### src/rtl/sipo_pkg.sv
// Shared definitions for the serial-in/parallel-out frame controller.
package sipo_pkg;

   typedef enum logic [1:0] {
      IDLE  = 2'd0,
      SHIFT = 2'd1,
      WAIT  = 2'd2
   } state_t;

   localparam int WORD_CNT_W = 8;

endpackage

### src/rtl/sipo_frame_ctrl_if.sv
// Bit-source and word-consumer signals of the SIPO frame controller.
interface sipo_frame_ctrl_if #(
   parameter int WIDTH = 4
);
   import sipo_pkg::*;

   localparam int CNT_W = $clog2(WIDTH) + 1;

   logic                  start;
   logic                  abort;
   logic                  sin;
   logic                  sin_valid;
   logic                  sin_ready;
   logic [WIDTH-1:0]      pout;
   logic                  pout_valid;
   logic                  pout_ready;
   logic                  busy;
   logic [CNT_W-1:0]      bit_cnt;
   logic [WORD_CNT_W-1:0] word_cnt;

   modport master (
      output start, abort, sin, sin_valid, pout_ready,
      input  sin_ready, pout, pout_valid, busy, bit_cnt, word_cnt
   );

   modport slave (
      input  start, abort, sin, sin_valid, pout_ready,
      output sin_ready, pout, pout_valid, busy, bit_cnt, word_cnt
   );

endinterface

### src/rtl/sipo_shift_core.sv
// Serial-in shift register; clr wins over shift_en.
module sipo_shift_core #(
   parameter int WIDTH     = 4,
   parameter int MSB_FIRST = 1
) (
   input  logic             clk,
   input  logic             rst,
   input  logic             clr,
   input  logic             shift_en,
   input  logic             sin,
   output logic [WIDTH-1:0] q
);

   always_ff @(posedge clk) begin
      if (rst || clr) begin
         q <= '0;
      end else if (shift_en) begin
         q <= (MSB_FIRST != 0) ? {q[WIDTH-2:0], sin} : {sin, q[WIDTH-1:1]};
      end
   end

endmodule

### src/rtl/sipo_frame_ctrl.sv
// Sequences bit collection into WIDTH-bit words and hands them to a
// one-entry output buffer, backpressuring the serial source while it is full.
module sipo_frame_ctrl #(
   parameter int WIDTH     = 4,
   parameter int MSB_FIRST = 1
) (
   input  logic                    clk,
   input  logic                    rst,
   sipo_frame_ctrl_if.slave        bus
);
   import sipo_pkg::*;

   localparam int CNT_W = $clog2(WIDTH) + 1;

   state_t                r_state;
   state_t                w_state_nxt;
   logic [WIDTH-1:0]      w_q;
   logic [WIDTH-1:0]      w_word_done;
   logic [WIDTH-1:0]      w_load_word;
   logic [WIDTH-1:0]      r_pout;
   logic                  r_pout_valid;
   logic [CNT_W-1:0]      r_bit_cnt;
   logic [WORD_CNT_W-1:0] r_word_cnt;
   logic                  w_accept;
   logic                  w_last;
   logic                  w_buf_free;
   logic                  w_drain;
   logic                  w_clr;
   logic                  w_load;

   assign w_accept   = bus.sin_valid && (r_state == SHIFT);
   assign w_last     = w_accept && (r_bit_cnt == CNT_W'(WIDTH - 1));
   assign w_drain    = r_pout_valid && bus.pout_ready;
   assign w_buf_free = !r_pout_valid || bus.pout_ready;
   assign w_clr      = bus.abort || ((r_state == IDLE) && bus.start);

   // The last bit is still on sin in the completion cycle, so the word is
   // formed from the register contents plus that bit.
   assign w_word_done = (MSB_FIRST != 0) ? {w_q[WIDTH-2:0], bus.sin}
                                         : {bus.sin, w_q[WIDTH-1:1]};

   sipo_shift_core #(
      .WIDTH     (WIDTH),
      .MSB_FIRST (MSB_FIRST)
   ) u_core (
      .clk      (clk),
      .rst      (rst),
      .clr      (w_clr),
      .shift_en (w_accept && !bus.abort),
      .sin      (bus.sin),
      .q        (w_q)
   );

   always_ff @(posedge clk) begin
      if (rst) begin
         r_state <= IDLE;
      end else begin
         r_state <= w_state_nxt;
      end
   end

   always_comb begin
      w_state_nxt = r_state;
      w_load      = 1'b0;
      w_load_word = w_word_done;
      if (bus.abort) begin
         w_state_nxt = IDLE;
      end else begin
         unique case (r_state)
            IDLE: begin
               if (bus.start) w_state_nxt = SHIFT;
            end
            SHIFT: begin
               if (w_last) begin
                  if (w_buf_free) w_load = 1'b1;
                  else            w_state_nxt = WAIT;
               end
            end
            WAIT: begin
               if (w_drain) begin
                  w_load      = 1'b1;
                  w_load_word = w_q;
                  w_state_nxt = SHIFT;
               end
            end
            default: w_state_nxt = IDLE;
         endcase
      end
   end

   // Output buffer drains independently of the collection state.
   always_ff @(posedge clk) begin
      if (rst) begin
         r_pout       <= '0;
         r_pout_valid <= 1'b0;
         r_word_cnt   <= '0;
         r_bit_cnt    <= '0;
      end else begin
         if (w_load) begin
            r_pout       <= w_load_word;
            r_pout_valid <= 1'b1;
            r_word_cnt   <= r_word_cnt + 1'b1;
         end else if (w_drain) begin
            r_pout_valid <= 1'b0;
         end
         if (w_clr || w_load) begin
            r_bit_cnt <= '0;
         end else if (w_accept) begin
            r_bit_cnt <= r_bit_cnt + 1'b1;
         end
      end
   end

   assign bus.sin_ready  = (r_state == SHIFT);
   assign bus.busy       = (r_state != IDLE);
   assign bus.pout       = r_pout;
   assign bus.pout_valid = r_pout_valid;
   assign bus.bit_cnt    = r_bit_cnt;
   assign bus.word_cnt   = r_word_cnt;

endmodule
### src/flat_wrapper.sv
// flat-port wrapper written by rule: the top's interface ports become plain ports
module sipo_frame_ctrl_flat import sipo_pkg::*;
#(
   parameter int WIDTH     = 4,
   parameter int MSB_FIRST = 1
)
  (clk, rst, bus_start, bus_abort, bus_sin, bus_sin_valid, bus_pout_ready, bus_sin_ready, bus_pout, bus_pout_valid, bus_busy, bus_bit_cnt, bus_word_cnt);
  sipo_frame_ctrl_if #(.WIDTH(WIDTH)) bus_i ();
  input  logic clk;
  input  logic rst;
  input wire logic [$bits(bus_i.start)-1:0] bus_start;
  input wire logic [$bits(bus_i.abort)-1:0] bus_abort;
  input wire logic [$bits(bus_i.sin)-1:0] bus_sin;
  input wire logic [$bits(bus_i.sin_valid)-1:0] bus_sin_valid;
  input wire logic [$bits(bus_i.pout_ready)-1:0] bus_pout_ready;
  output wire logic [$bits(bus_i.sin_ready)-1:0] bus_sin_ready;
  output wire logic [$bits(bus_i.pout)-1:0] bus_pout;
  output wire logic [$bits(bus_i.pout_valid)-1:0] bus_pout_valid;
  output wire logic [$bits(bus_i.busy)-1:0] bus_busy;
  output wire logic [$bits(bus_i.bit_cnt)-1:0] bus_bit_cnt;
  output wire logic [$bits(bus_i.word_cnt)-1:0] bus_word_cnt;
  assign bus_i.start = bus_start;
  assign bus_i.abort = bus_abort;
  assign bus_i.sin = bus_sin;
  assign bus_i.sin_valid = bus_sin_valid;
  assign bus_i.pout_ready = bus_pout_ready;
  assign bus_sin_ready = bus_i.sin_ready;
  assign bus_pout = bus_i.pout;
  assign bus_pout_valid = bus_i.pout_valid;
  assign bus_busy = bus_i.busy;
  assign bus_bit_cnt = bus_i.bit_cnt;
  assign bus_word_cnt = bus_i.word_cnt;
  sipo_frame_ctrl #(.WIDTH(WIDTH), .MSB_FIRST(MSB_FIRST)) u_core (.clk(clk), .rst(rst), .bus(bus_i));
endmodule
### config.mk
export PLATFORM = sky130hd
export DESIGN_NAME = sipo_frame_ctrl_flat
export DESIGN_NICKNAME = d
export VERILOG_FILES = /design/src/rtl/sipo_pkg.sv /design/src/rtl/sipo_frame_ctrl_if.sv /design/src/rtl/sipo_shift_core.sv /design/src/rtl/sipo_frame_ctrl.sv /design/src/flat_wrapper.sv
export SDC_FILE = /design/constraint.sdc
export NUM_CORES = 1
export LEC_CHECK = 0
export CAP_MARGIN = 20
export CORE_MARGIN = 3
export CORE_UTILIZATION = 48
export CTS_BUF_LIST = sky130_fd_sc_hd__clkbuf_8 sky130_fd_sc_hd__clkbuf_16
export CTS_CLUSTER_DIAMETER = 100
export DETAILED_ROUTE_END_ITERATION = 8
export DONT_BUFFER_PORTS = 1
export PLACE_DENSITY = 0.69
export SETUP_SLACK_MARGIN = 0.3
export SYNTH_ARGS = -nofsm -noshare
export SYNTH_HDL_FRONTEND = slang
export SYNTH_SLANG_ARGS = --single-unit
### constraint.sdc
create_clock -name clk -period 1.9 [get_ports clk]
set_input_delay 0.285 -clock clk [delete_from_list [all_inputs] [get_ports clk]]
set_output_delay 0.285 -clock clk [all_outputs]
set_load 0.005 [all_outputs]
Word-level counts from Yosys, hierarchy flattened
Index checks and enable logic that the tools add are counted.

word-level totals
  bits in registers = 22
  input bits = 7
  output and inout port bits = 18
  logic and storage cells = 47

cells by class
  add/subtract/negate cells = 2
  equal/unequal tests = 7
  mux-type cells = 15
  reductions and logical operators = 17

operator list
  kind                                                    number
  2-to-1 mux 4 bit                                        3
  adder 8 x 1 -> 8 bit (second input constant)            1
  2-to-1 mux 2 bit                                        4
  2-to-1 mux 1 bit                                        6
  case mux 2 bit (3 select lines)                         1
  logical AND 1 bit                                       5
  logical OR 1 bit                                        4
  inequality test 2 x 1 -> 1 bit (second input constant)  2
  inequality test 2 bit (second input constant)           2
  AND reduction 4 bit                                     1
  nonzero test 2 bit                                      2
  OR reduction 2 bit                                      2
  adder 3 x 1 -> 3 bit (second input constant)            1
  == test 3 x 2 -> 1 bit (second input constant)          1
  == test 2 x 1 -> 1 bit (second input constant)          1
  == test 2 bit (second input constant)                   1
  logical NOT 1 bit                                       2
  logical NOT 2 bit                                       1
  case mux 1 bit (2 select lines)                         1

Depth between registers and ports, before layout
Gate-level depths: netlist (run 1).

  depth after elaboration = 8
  depth in mapped cells = 7
  mapped depth without buffers = 6

Hierarchy
Synthesis (run 1) repeated with hierarchy kept, for this count alone.

unflattened totals
  cells, all modules = 115
  area, all modules = 1,066.0 sq um

by module, submodules not included
  module           instances  cells an instance  area each (sq um)  seq. area each (sq um)
  sipo_frame_ctrl  1          102                920.9              360.3
  sipo_shift_core  1          13                 145.1              80.1

Least setup slack after synthesis (run 1)
No wires, ideal clock.

  path kind = register -> register
  from = register u_core.r_bit_cnt[0], in the netlist u_core.bus.bit_cnt[0]
  to = register u_core.r_word_cnt[6], in the netlist u_core.bus.word_cnt[6]
  library setup time = 0.123 ns
  data arrival time = 1.707 ns
  required time = 1.777 ns
  slack = 0.070 ns
  stages on the path, launching flop included = 7
  path buffers = 0
  period minus slack after synthesis = 1.830 ns
  path through = dfxtp_1 -> ha_1 -> ha_1 -> a32oi_2 -> nor3_4 -> and4_1 -> mux2_1

between the ends
  longest elaborated chain between the ends = 5

RTL lines
  what                             RTL line                RTL
  start: declaration               sipo_frame_ctrl.sv:22   logic [CNT_W-1:0] r_bit_cnt;
  start signal: assignment         sipo_frame_ctrl.sv:109  r_bit_cnt <= r_bit_cnt + 1'b1;
  == test 3 x 2 -> 1 bit           sipo_frame_ctrl.sv:32   assign w_last = w_accept && (r_bit_cnt == CNT_W'(WIDTH - 1));
  logical AND 1 bit                sipo_frame_ctrl.sv:32
  2-to-1 mux 1 bit                 sipo_frame_ctrl.sv:74   if (w_last) begin
  case mux 1 bit (2 select lines)  sipo_frame_ctrl.sv:69   unique case (r_state)
  2-to-1 mux 1 bit                 sipo_frame_ctrl.sv:66   if (bus.abort) begin
  end signal: assignment           sipo_frame_ctrl.sv:102  r_word_cnt <= r_word_cnt + 1'b1;
  end: declaration                 sipo_frame_ctrl.sv:23   logic [WORD_CNT_W-1:0] r_word_cnt;

Every way passes these cells.
A chain may end at the register's enable or synchronous reset.

Worst setup path in the final report (run 1)
  from = register u_core.r_bit_cnt[0], in the netlist u_core.bus.bit_cnt[0]
  to = register u_core.r_word_cnt[7], in the netlist u_core.bus.word_cnt[7]

The elaborated chain is that of the path after synthesis.

==> out/results.ini, run 1 <==
[status]
status = finished, final reports clean

[route]
drtIter0Drc = 17
drc = 0
via_per_inst = 5.77
vias = 866
first_pass_iters = 4
wl_per_cell_um = 15.6
wl_um = 2330
antenna_left = 0

[power]
powerDensity_nw_per_um2 = 614
p_sw_mw = 0.177
ir_worst_vdd_mv = 0.520
leakagePower_nw = 0.546
seq_power_share_pct = 54.9
clkPwrFrac_pct = 39.9
total_power_mw = 0.842
swShare_pct = 21.0
combPwrFrac_pct = 5.2
p_int_mw = 0.665

[clock_tree]
clockRootBuffer = clkbuf_8
numCtsBuffers = 3
cts_sinks = 22
cts_tree = done
clockBufferDepth = 2
clk_pin_slew_ns = 0.08
cts_htree_levels = 1
holdBufCountCts = 0
clk-insertion-delay-late_ns = 0.26

[layout]
syn_to_final_growth_pct = 24.0
drive_above_1_share_pct = 30.1
design_area_um2 = 1370
nets = 138
layoutNonFillerInstCount = 150
fillers = 162
num_antenna_cells = 0

[global_route]
first_global_vias = 862
grt_max_degree = 19
overflow = 0
grt_pass1_wl_um = 3800
grt_antenna_before_repair = 0
grt_util_all_layers_pct = 18.0

[critical_path]
start_kind = register
ff2ff_setup_slack_ns = 0.24
worstSetupPathType = register to register
end_kind = register
cp.required_ns = 2.05
critPathMaxFanout = 3
worstPathArrival_ns = 1.82

[floorplanning]
die-area_um2 = 2910
die_w_um = 54.0
num_rows = 16
ios = 25
die_h_um = 54.0
core-area_um2 = 2060
start_util_pct = 53.6

[synthesis]
synth.distinct_cells = 35
syn_inst = 115
synth_common_cells = 23 x nor2_1, 22 x dfxtp_1, 11 x mux2i_1
post_synth_instance_area_um2 = 1100
synth_flop_cell = dfxtp_1
yosysMostFrequentCell = nor2_1
synthTopCellsByArea = dfxtp_1 40%, mux2i_1 10%, ha_1 7.9%
synth_area_leader_cell = dfxtp_1
synth_edf_count = 0
yosysSeqAreaShare_pct = 39.9
yosys_warnings = 0
netlist.area_leader.share_pct = 39.9
ys_seq_elements = 22
synth.net_count = 129
async_flop_share_pct = 0
syn_avg_cell_area_um2 = 9.61

[placed_design]
finalWeightedCongestion = 0.717
post-place-ws_ns = 0.170
port_buffers = 0
dp_cells = 141
postPlaceCellArea_um2 = 1210
dp_hpwl_um = 1650

[timing]
report.final.slew_viol_count = 0
worstMarginPinSlew_ns = 0.577
max_slew_margin_pct = 61.3
max_freq_mhz = 602
rsz0062_at_grt = true
fin_ws_ns = 0.239
fin_tns_setup_ns = 0
hold_viol = 0
fin_crit_sh_pct = 87.4
setup_viol = 0
period_needed_ns = 1.66
final.setup_skew_ns = 0.00119

[worst_hold_path]
hp-class = input pin to register

[run]
max_cap_violations = 0

## flip-flops by register name (all words and copies together) (netlist names)
name,count
u_core.bus.pout_valid,1
u_core.r_state,2
u_core.bus.bit_cnt,3
u_core.u_core.q,4
u_core.bus.pout,4
u_core.bus.word_cnt,8
## power by group through the flow
stage | sequential (mW) | combinational [mW] | clock (mW)
5_1_grt | 0.463 | 0.0472 | 0.359
3_3_place_gp | 0.476 | 0.0368 | 0
6_report | 0.462 | 0.0437 | 0.336
3_5_place_dp | 0.476 | 0.0375 | 0
2_1_floorplan | 0.475 | 0.0374 | 0
4_1_cts | 0.463 | 0.0423 | 0.339
## path summary, 6_finish.rpt
path / cells past startpoint / to / startpoint
min: 1 / u_core.bus.pout[1] / rst
max reg2reg: 6 / u_core.bus.word_cnt[7] / u_core.bus.bit_cnt[0]
max: 6 / u_core.bus.word_cnt[7] / u_core.bus.bit_cnt[0]
min reg2reg: 2 / u_core.u_core.q[3] / u_core.u_core.q[3]
## area by class of cell
class | instances | area, um^2 | share of cell area (%)
Tap cell | 27 | 33.8 | 2.47
Clock buffer | 4 | 55.1 | 4.02
Sequential cell | 22 | 453 | 33.1
Multi-Input combinational cell | 84 | 747 | 54.5
Timing Repair Buffer | 8 | 60.1 | 4.38
Inverter | 5 | 21.3 | 1.55
## through the flow
stage | util (%) | hold WS [ns]
2_1_floorplan | - | 0.357
3_3_place_gp | 58.5 | 0.354
6_report | 66.4 | 0.0778
3_5_place_dp | 58.5 | 0.355
4_1_cts | 66.1 | 0.0746
5_1_grt | 66.4 | 0.0651
## critical path, cell delays in order, from the launching register on
cell and delay [ns]:
dfxtp_4 0.37, ha_4 0.16, ha_4 0.16, a32oi_4 0.31
nor4_4 0.06, and3_1 0.20, mux2_4 0.29
## routing by layer
layer,GRT usage (%),wire [um],vias up,share of wire (%)
met4,7.47,37,0,1.6
met3,4.16,138,6,5.9
met5,0,0,-,0
met2,29.8,1130,27,49
met1,22.4,1020,412,44
li1,-,-,421,-
## cells in the final DEF, fill, tap and decap left out, types with 2 or more instances in the layout
cell type,Yosys,final
xnor2_1,4,3
and3_1,3,3
clkbuf_8,0,4
nand4b_1,2,2
nor3_1,3,3
a211oi_1,3,3
dfxtp_4,0,3
nor2_1,23,23
ha_4,0,5
ha_1,7,2
mux2i_1,11,11
inv_1,5,3
buf_4,0,8
dfxtp_1,22,18
nand2_1,3,3
nor2b_1,2,2
nand3_1,2,2
mux2_4,0,2
## logic make-up after synthesis
kind of cell / share of synthesized area (%)
DFF: 39.9
adders and majority gates: 7.93
xor gates and xnor gates: 3.96
and+or+nand+nor: 22.7
AOI/OAI and AO/OA: 9.85
buffers and inverters: 3.74
muxes: 12.0
## timing repair
action / CTS / global route
buffers inserted: 5 / 0
hold endpoints to repair: 0 / 0
endpoints found under the setup margin: 4 / 13
pin swaps: 4 / 3
gates resized for setup: 13 / 1
Note: power is estimated with default switching activity, not from simulation.
==> inputs of run 2 (changes only) <==
--- a/config.mk
+++ b/config.mk
@@ -5,6 +5,7 @@
 export SDC_FILE = /design/constraint.sdc
 export NUM_CORES = 1
 export LEC_CHECK = 0
+export ABC_CLOCK_PERIOD_IN_PS = 1900
 export CAP_MARGIN = 20
 export CORE_MARGIN = 3
 export CORE_UTILIZATION = 48
==> results of run 2 <==
Same layout as run 1: the final DEF is identical, and so are final timing and power.
==> inputs of run 3 (changes only) <==
--- a/config.mk
+++ b/config.mk
@@ -8,12 +8,12 @@
 export ABC_CLOCK_PERIOD_IN_PS = 1900
 export CAP_MARGIN = 20
 export CORE_MARGIN = 3
-export CORE_UTILIZATION = 48
+export CORE_UTILIZATION = 44
 export CTS_BUF_LIST = sky130_fd_sc_hd__clkbuf_8 sky130_fd_sc_hd__clkbuf_16
 export CTS_CLUSTER_DIAMETER = 100
 export DETAILED_ROUTE_END_ITERATION = 8
-export DONT_BUFFER_PORTS = 1
-export PLACE_DENSITY = 0.69
+export PLACE_DENSITY = 0.78
+export REMOVE_ABC_BUFFERS = 1
 export SETUP_SLACK_MARGIN = 0.3
 export SYNTH_ARGS = -nofsm -noshare
 export SYNTH_HDL_FRONTEND = slang
==> run 3 against run 2 <==
Net effect:
- critical path depth did not move
- global-route usage fell by 0.37 points
- routed wire length rose by 18%
- register-to-register slack barely moved
- cell area rose by 21%
- highest routed layer unchanged
==> out/results.ini, run 3 (synthesized netlist as in run 1, its figures left out) <==
[status]
status = finished, final reports clean  ; unchanged

[clock_tree]
clockBufferDepth = 2  ; unchanged
clk_pin_slew_ns = 0.09  ; was 0.08 ns
clk-insertion-delay-late_ns = 0.26  ; about the same
cts_tree = done  ; unchanged
cts_sinks = 22  ; unchanged
numCtsBuffers = 3  ; unchanged
holdBufCountCts = 0  ; unchanged
clockRootBuffer = clkbuf_8  ; unchanged
cts_htree_levels = 1  ; unchanged

[critical_path]
worstRegToRegCells = 6  ; unchanged
worstSetupPathType = register to register  ; unchanged
worstPathArrival_ns = 1.81  ; was 1.82 ns
cp.required_ns = 2.06  ; was 2.05 ns
end_kind = register  ; unchanged
start_kind = register  ; unchanged
critPathMaxFanout = 3  ; unchanged

[global_route]
grt_max_degree = 18  ; was 19
grt_util_all_layers_pct = 17.7  ; was 18.0%
overflow = 0  ; unchanged
grt_pass1_wl_um = 4460  ; was 3800 um
first_global_vias = 938  ; was 862
grt_antenna_before_repair = 0  ; unchanged

[route]
drc = 0  ; unchanged
vias = 967  ; was 866
antenna_left = 0  ; unchanged
wl_um = 2760  ; was 2330 um
first_pass_iters = 4  ; unchanged
wl_per_cell_um = 15.1  ; was 15.6 um
drtIter0Drc = 23  ; was 17
via_per_inst = 5.31  ; was 5.77

[floorplanning]
die-area_um2 = 3150  ; was 2910 um^2
die_h_um = 56.1  ; was 54.0 um
core-area_um2 = 2300  ; was 2060 um^2
die_w_um = 56.1  ; was 54.0 um
start_util_pct = 48.1  ; was 53.6%
num_rows = 17  ; was 16
ios = 25  ; unchanged

[layout]
num_antenna_cells = 0  ; unchanged
drive_above_1_share_pct = 27.3  ; was 30.1%
layoutNonFillerInstCount = 182  ; was 150
design_area_um2 = 1650  ; was 1370 um^2
syn_to_final_growth_pct = 49.6  ; was 24.0%
layout_commonest_cell = nor2_1  ; unchanged
nets = 169  ; was 138
largest_register_ffs = 8  ; unchanged
fillers = 159  ; was 162
utilization_pct = 71.9  ; was 66.4%
layout_common_cells = 23 x nor2_1, 21 x clkdlybuf4s50_1, 18 x dfxtp_1  ; was 23 x nor2_1, 18 x dfxtp_1, 11 x mux2i_1

[placed_design]
dp_hpwl_um = 1800  ; was 1650 um
post-place-ws_ns = -0.113  ; was 0.170 ns
postPlaceCellArea_um2 = 1450  ; was 1210 um^2
finalWeightedCongestion = 0.867  ; was 0.717
dp_cells = 175  ; was 141
port_buffers = 24  ; was 0

[timing]
fin_tns_setup_ns = 0  ; unchanged
period_needed_ns = 1.65  ; was 1.66 ns
fin_crit_sh_pct = 86.8  ; was 87.4%
hold_ws_ns = 0.503  ; was 0.0778 ns
report.final.slew_viol_count = 0  ; unchanged
worstMarginPinSlew_ns = 0.394  ; was 0.577 ns
hold_viol = 0  ; unchanged
rsz0062_at_grt = true  ; unchanged
setup_viol = 0  ; unchanged
final.setup_skew_ns = 0.00626  ; was 0.00119 ns
max_freq_mhz = 606  ; was 602 MHz
fin_ws_ns = 0.251  ; was 0.239 ns
max_slew_margin_pct = 73.7  ; was 61.3%

[power]
leakagePower_nw = 0.697  ; was 0.546 nW
swShare_pct = 22.3  ; was 21.0%
seq_power_share_pct = 52.5  ; was 54.9%
ir_worst_vdd_mv = 0.419  ; was 0.520 mV
powerDensity_nw_per_um2 = 534  ; was 614 nW/um^2
total_power_mw = 0.882  ; was 0.842 mW
p_int_mw = 0.685  ; was 0.665 mW
combPwrFrac_pct = 8.7  ; was 5.2%
clkPwrFrac_pct = 38.8  ; was 39.9%
p_sw_mw = 0.197  ; was 0.177 mW

[worst_hold_path]
hp-class = register to register  ; was input pin to register
hold_depth = 2  ; was 1

[run]
max_cap_violations = 0  ; unchanged

-- run 3: critical path: stages (launching register included) --
cell and delay, ns:
dfxtp_2 0.36, ha_4 0.15, ha_4 0.14, a32oi_4 0.13
nor3_4 0.24, and4_1 0.23, mux2_4 0.30
-- run 3: cell type report --
class | count | area, um^2 | share of cell area, %
multi-input cells | 84 | 733 | 44.4
flip-flops and latches | 22 | 450 | 27.3
repair buffers | 39 | 360 | 21.8
clock buffers | 4 | 55.1 | 3.33
well taps | 28 | 35.0 | 2.12
inverters | 5 | 18.8 | 1.14
-- run 3: metal layers --
metal	share of wire (%)	track usage, %
met2	49	30.2
met5	0	0
met4	1.1	5.76
met3	3.5	3.02
met1	46	22.3
-- run 3: path summary, 6_finish.rpt --
path,start,to,slack [ns]
max,u_core.bus.bit_cnt[0],u_core.bus.word_cnt[6],0.25
min,u_core.bus.pout[3],u_core.bus.pout[3],0.50
min reg2reg,u_core.bus.pout[3],u_core.bus.pout[3],0.50
max reg2reg,u_core.bus.bit_cnt[0],u_core.bus.word_cnt[6],0.25
-- run 3: what timing repair did --
| item | in CTS | in global routing |
|---|---|---|
| endpoints found under the setup margin | 19 | 19 |
| pin swaps | 2 | 3 |
| hold endpoints to repair | 0 | 0 |
| cloned | 0 | 0 |
| setup buffers | 0 | 3 |
| gates resized for setup | 17 | 14 |
-- run 3: power groups by stage --
stage	Sequential (mW)	Clock [mW]	Combinational (mW)
after floorplan	0.475	0	0.0269
after global placement	0.475	0	0.0653
after detailed placement	0.475	0	0.0665
after CTS	0.464	0.335	0.0717
after global routing	0.464	0.362	0.0837
final	0.463	0.342	0.0769
